File: src/rtl/mul_ctrl_pkg.sv
// Shared definitions for the sequential 8x8 multiply controller:
// FSM states, step counter width and per-step shift amounts.
package mul_ctrl_pkg;

  typedef enum logic [1:0] {
    IDLE = 2'd0,
    MUL  = 2'd1,
    DONE = 2'd2
  } state_e;

  localparam int STEP_W   = 2;
  localparam int SHIFT_LL = 0;
  localparam int SHIFT_LH = 4;
  localparam int SHIFT_HL = 4;
  localparam int SHIFT_HH = 8;

endpackage

File: src/rtl/multiplier_4bit.sv
// Combinational 4x4 unsigned array multiplier.
// Each row is one gated copy of inp1, weighted by the position of the inp2 bit.
module multiplier_4bit (
  output logic [7:0] product,
  input  logic [3:0] inp1,
  input  logic [3:0] inp2
);

  // Sum the four partial-product rows.
  always_comb begin
    product = 8'd0;
    for (int i = 0; i < 4; i++) begin
      product = product + ({4'd0, inp1 & {4{inp2[i]}}} << i);
    end
  end

endmodule

File: src/rtl/mul8_seq_ctrl.sv
// Sequential 8x8 -> 16 unsigned multiplier built on one shared 4x4 core:
// four nibble-pair steps accumulated into a 16-bit register, valid/ready on both sides.
module mul8_seq_ctrl
  import mul_ctrl_pkg::*;
#(
  parameter bit ZERO_BYPASS = 1'b1,
  parameter int CNT_W       = 16
) (
  input  logic             clk,
  input  logic             rst,
  input  logic             in_valid,
  output logic             in_ready,
  input  logic [7:0]       in_a,
  input  logic [7:0]       in_b,
  output logic             out_valid,
  input  logic             out_ready,
  output logic [15:0]      out_prod,
  output logic             busy,
  output logic [CNT_W-1:0] ops_done
);

  state_e            state_q;
  logic [STEP_W-1:0] step_q;
  logic [7:0]        a_q;
  logic [7:0]        b_q;
  logic [15:0]       acc_q;
  logic [15:0]       acc_d;
  logic [CNT_W-1:0]  ops_q;
  logic              out_valid_q;
  logic              in_ready_q;
  logic              busy_q;

  logic [3:0]        nib_a_s;
  logic [3:0]        nib_b_s;
  logic [3:0]        shift_s;
  logic [7:0]        pp_s;
  logic              zero_s;

  multiplier_4bit u_core (
    .product (pp_s),
    .inp1    (nib_a_s),
    .inp2    (nib_b_s)
  );

  // Step selects the nibble pair and its weight; accumulate the weighted partial product.
  always_comb begin
    nib_a_s = a_q[3:0];
    nib_b_s = b_q[3:0];
    shift_s = 4'(SHIFT_LL);
    case (step_q)
      2'd0: begin
        nib_a_s = a_q[3:0];
        nib_b_s = b_q[3:0];
        shift_s = 4'(SHIFT_LL);
      end
      2'd1: begin
        nib_a_s = a_q[3:0];
        nib_b_s = b_q[7:4];
        shift_s = 4'(SHIFT_LH);
      end
      2'd2: begin
        nib_a_s = a_q[7:4];
        nib_b_s = b_q[3:0];
        shift_s = 4'(SHIFT_HL);
      end
      2'd3: begin
        nib_a_s = a_q[7:4];
        nib_b_s = b_q[7:4];
        shift_s = 4'(SHIFT_HH);
      end
      default: begin
        nib_a_s = 4'd0;
        nib_b_s = 4'd0;
        shift_s = 4'd0;
      end
    endcase
    acc_d  = acc_q + ({8'd0, pp_s} << shift_s);
    zero_s = (in_a == 8'd0) || (in_b == 8'd0);
  end

  // Controller FSM; handshake and status outputs are registered alongside the state.
  always_ff @(posedge clk) begin
    if (rst) begin
      state_q     <= IDLE;
      step_q      <= {STEP_W{1'b0}};
      a_q         <= 8'd0;
      b_q         <= 8'd0;
      acc_q       <= 16'd0;
      ops_q       <= {CNT_W{1'b0}};
      out_valid_q <= 1'b0;
      in_ready_q  <= 1'b1;
      busy_q      <= 1'b0;
    end else begin
      case (state_q)
        IDLE: begin
          if (in_valid) begin
            a_q        <= in_a;
            b_q        <= in_b;
            acc_q      <= 16'd0;
            step_q     <= {STEP_W{1'b0}};
            in_ready_q <= 1'b0;
            busy_q     <= 1'b1;
            if (ZERO_BYPASS && zero_s) begin
              state_q     <= DONE;
              out_valid_q <= 1'b1;
            end else begin
              state_q <= MUL;
            end
          end
        end
        MUL: begin
          acc_q  <= acc_d;
          step_q <= step_q + 2'd1;
          if (step_q == 2'd3) begin
            state_q     <= DONE;
            out_valid_q <= 1'b1;
          end
        end
        DONE: begin
          if (out_ready) begin
            ops_q       <= ops_q + CNT_W'(1);
            state_q     <= IDLE;
            out_valid_q <= 1'b0;
            in_ready_q  <= 1'b1;
            busy_q      <= 1'b0;
          end
        end
        default: begin
          state_q     <= IDLE;
          out_valid_q <= 1'b0;
          in_ready_q  <= 1'b1;
          busy_q      <= 1'b0;
        end
      endcase
    end
  end

  assign in_ready  = in_ready_q;
  assign out_valid = out_valid_q;
  assign out_prod  = acc_q;
  assign busy      = busy_q;
  assign ops_done  = ops_q;

endmodule
File: config.mk
export PLATFORM = sky130hd
export DESIGN_NAME = mul8_seq_ctrl
export DESIGN_NICKNAME = d
export VERILOG_FILES = /design/src/rtl/mul_ctrl_pkg.sv /design/src/rtl/multiplier_4bit.sv /design/src/rtl/mul8_seq_ctrl.sv
export SDC_FILE = /design/constraint.sdc
export NUM_CORES = 1
export LEC_CHECK = 0
export CAP_MARGIN = 20
export CORE_MARGIN = 4
export CORE_UTILIZATION = 55
export DETAILED_ROUTE_END_ITERATION = 7
export GPL_TIMING_DRIVEN = 0
export PLACE_DENSITY = 0.92
export REMOVE_ABC_BUFFERS = 1
export SLEW_MARGIN = 0
export SYNTH_ARGS = -nofsm -noshare
export SYNTH_HDL_FRONTEND = slang
export SYNTH_HIERARCHICAL = 1
export SYNTH_SLANG_ARGS = --single-unit
export TNS_END_PERCENT = 20
File: constraint.sdc
create_clock -name clk -period 11.7 [get_ports clk]
set_input_delay 2.34 -clock clk [delete_from_list [all_inputs] [get_ports clk]]
set_output_delay 2.34 -clock clk [all_outputs]
set_load 0.01 [all_outputs]
==> impl_metrics.py <==
metrics = {
    "status": {
        "status": "completed",
    },
    "final_layout": {
        "fin_nets": 516,
        "insertedDiodeCount": 0,
        "final_cell_mix": "56 x nand2_1, 55 x dfxtp_1, 53 x clkdlybuf4s50_1",
        "fill_cells": 486,
        "multi_input_area_sq_mm": 0.00230,
        "areaGrowthSynthToFinish_pct": 17.9,
        "layout_commonest_cell": "nand2_1",
        "finalCoreUtilization_pct": 68.6,
        "drive_gt1_share_pct": 4.99,
        "seq_area_sq_mm": 0.00110,
        "fin_area_sq_mm": 0.00416,
    },
    "timing": {
        "fin_crit_ns": 5.76,
        "hold_viol": 0,
        "slew_headroom_pct": 43.6,
        "final.setup.tns_ns": 0,
        "grt_setup_unrepaired": "no",
        "finalSetupViolCount": 0,
        "max_freq_mhz": 174,
        "fin_worst_skew_ns": 0.00554,
        "post-route-period-util_pct": 49.2,
        "worst_pin_slew_ns": 0.846,
        "slew_violations": 0,
    },
    "detailed_routing": {
        "met2RoutedLength_microns": 3830,
        "via_per_inst": 5.82,
        "drt_iter0_drc": 123,
        "wl_met1_microns": 3410,
        "drc_errors": 0,
        "wl_microns": 7720,
        "wl_met3_microns": 328,
        "vias": 3119,
        "route.top_layer_used": "met4",
        "drt_first_pass_iters": 7,
        "wl_per_cell_microns": 14.4,
        "drtAntennaViolNets": 0,
    },
    "pwr": {
        "power_w": 0.000376,
        "ir_drop_mv": 0.0643,
        "p_leak_nw": 1.74,
        "power_density_mw_per_mm2": 90.5,
    },
    "clock_network": {
        "cts_root_buf": "clkbuf_8",
        "hold_buffers": 0,
        "clkSlewWorstSetupHoldPaths_ns": 0.10,
        "cts.htree.levels": 2,
        "cts_buffer_depth": 2,
        "cts_buffers": 5,
        "tritoncts": "done",
        "post_cts_resized": 0,
        "cts_setup_buffers": 0,
        "clk_latency_ns": 0.31,
        "cts.sinks": 55,
    },
    "synth": {
        "yosysSeqAreaShare_pct": 31.2,
        "synth_warnings": 6,
        "synth_area_sq_mm": 0.00353,
        "yosys.cell_types.count": 50,
        "synth_seq_cells": 55,
        "synth_cells": 416,
        "syn_area_per_cell_sq_um": 8.48,
    },
    "placement": {
        "io_buffers": 54,
        "gp_congestion": 0.893,
        "place_area_sq_mm": 0.00407,
        "hpwl_microns": 6070,
    },
    "worst_setup_path": {
        "end_kind": "register",
        "arrival_ns": 5.97,
        "r2r_cells": 23,
        "critPathMaxFanout": 7,
        "slowest_delay_ns": 0.54,
        "critical_path_class": "register to register",
        "cp_top_family": "adder cells",
        "critPathRequiredTime_ns": 11.91,
        "crit_cells": 23,
        "cp-start-kind": "register",
        "crit_chain": "inv_1 -> ha_1 -> nor2_1 -> mux2_2 -> and2_1 -> fa_1 -> inv_1 -> fa_1 -> inv_1 -> ha_1 -> fa_1 -> a21o_1 -> a21oi_2 -> xnor2_1 -> mux2i_1 -> nor2_1 -> ha_1 -> a21oi_4 -> o21ai_1 -> a221o_1 -> a31oi_1 -> xnor2_1 -> a22o_1",
        "cp_slowest_cell": "fa_1",
        "critPathBufInv": 3,
    },
    "die": {
        "die_y_microns": 88.1,
        "design.core.area_sq_mm": 0.00606,
        "start_util_pct": 58.2,
        "dieWidth_microns": 88.1,
        "io-pin-count": 55,
        "std_cell_rows": 28,
        "die-area_sq_mm": 0.00776,
    },
    "global_routing": {
        "antenna_found_initial": 0,
        "grt_overflow": 0,
        "grt_pass1_wl_microns": 13600,
        "grt_pass1_vias": 3120,
        "grt_usage_pct": 21.4,
        "grt_max_degree": 50,
    },
    "flow_run": {
        "cap_violations": 0,
    },
    "min_path": {
        "worst_hold_path_type": "register to register",
        "min_path_cells": 2,
    },
}
state kept, by name, indices dropped and copies added (netlist names):
signal     count
busy           1
out_valid      1
ops_done      16
in_ready       1
step_q         2
out_prod      16
b_q            8
a_q            8
state_q        2
metal layers:
layer	vias up	track usage, %
li1	1551	-
met1	1470	26.0
met2	78	39.2
met3	20	3.29
met4	0	6.04
met5	-	0
layout make-up:
cell class | count | share of cell area (%)
Multi-Input combinational cell | 332 | 55.3
Sequential cell | 55 | 26.5
Timing Repair Buffer | 54 | 12.9
Tap cell | 75 | 2.26
Clock buffer | 7 | 1.84
Inverter | 12 | 1.08
Clock inverter | 1 | 0.211
final timing paths:
kind         startpoint           end  slack (ns)
max           step_q[0]  out_prod[14]        5.94
min              a_q[7]        a_q[7]        0.46
max reg2reg   step_q[0]  out_prod[14]        5.94
min reg2reg      a_q[7]        a_q[7]        0.46
logic make-up after synthesis:
| family | count (synthesis) | share of synthesized area [%] |
|---|---|---|
| and+or+nand+nor | 157 | 21.6 |
| AOI/OAI and AO/OA | 97 | 18.2 |
| DFF | 55 | 31.2 |
| adders and majority gates | 36 | 14.0 |
| buffers and inverters | 29 | 3.65 |
| xor gates and xnor gates | 28 | 6.95 |
| muxes | 14 | 4.26 |
worst register-to-register path, stage by stage (launching register included):
cell	delay, ns
dfxtp_1	0.43
inv_1	0.10
ha_1	0.20
nor2_1	0.33
mux2_2	0.43
and2_1	0.17
fa_1	0.54
inv_1	0.06
fa_1	0.52
inv_1	0.04
ha_1	0.22
fa_1	0.41
a21o_1	0.18
a21oi_2	0.14
xnor2_1	0.10
mux2i_1	0.21
nor2_1	0.07
ha_1	0.41
a21oi_4	0.20
o21ai_1	0.12
a221o_1	0.32
a31oi_1	0.18
xnor2_1	0.08
a22o_1	0.19
Yosys cell counts (all sizes together):
library cell	number	area share, %
a211oi	6	1.4
a21boi	1	0.21
a21o	7	1.5
a21oi	37	5.8
a221o	1	0.28
a22o	12	3.0
a22oi	5	1.1
a31oi	3	0.53
a32oi	1	0.25
a41oi	1	0.25
and2	20	3.5
and3	2	0.35
and3b	1	0.28
and4	1	0.25
buf	10	1.6
clkbuf	7	0.75
dfxtp	55	31
fa	6	3.4
ha	30	11
inv	12	1.3
mux2	8	2.6
mux2i	6	1.7
nand2	56	6.0
nand2b	1	0.18
nand3	5	0.71
nand3b	1	0.21
nand4	4	1.1
nor2	40	4.3
nor2b	11	2.0
nor3	6	1.1
nor4	2	0.35
o211ai	4	0.85
o21a	2	0.43
o21ai	13	1.8
o21bai	2	0.43
o22ai	1	0.18
o41ai	1	0.25
or3	5	0.89
or4	2	0.43
xnor2	16	4.0
xor2	12	3.0
metrics by stage:
stage | worst slack, ns | cells | hold WS (ns)
4_1_cts | 5.95 | 536 | 0.459
3_3_place_gp | 6.11 | 528 | 0.440
5_1_grt | 5.68 | 536 | 0.483
3_5_place_dp | 5.98 | 528 | 0.444
2_1_floorplan | 6.50 | 399 | 0.427
6_report | 5.94 | 536 | 0.459
where the power goes:
group / internal [W] / switching [W]
Clock: 0.0000433 / 0.0000609
Sequential: 0.000195 / 0.00000627
Combinational: 0.0000299 / 0.0000406
Power figures use the tool's default switching activity.
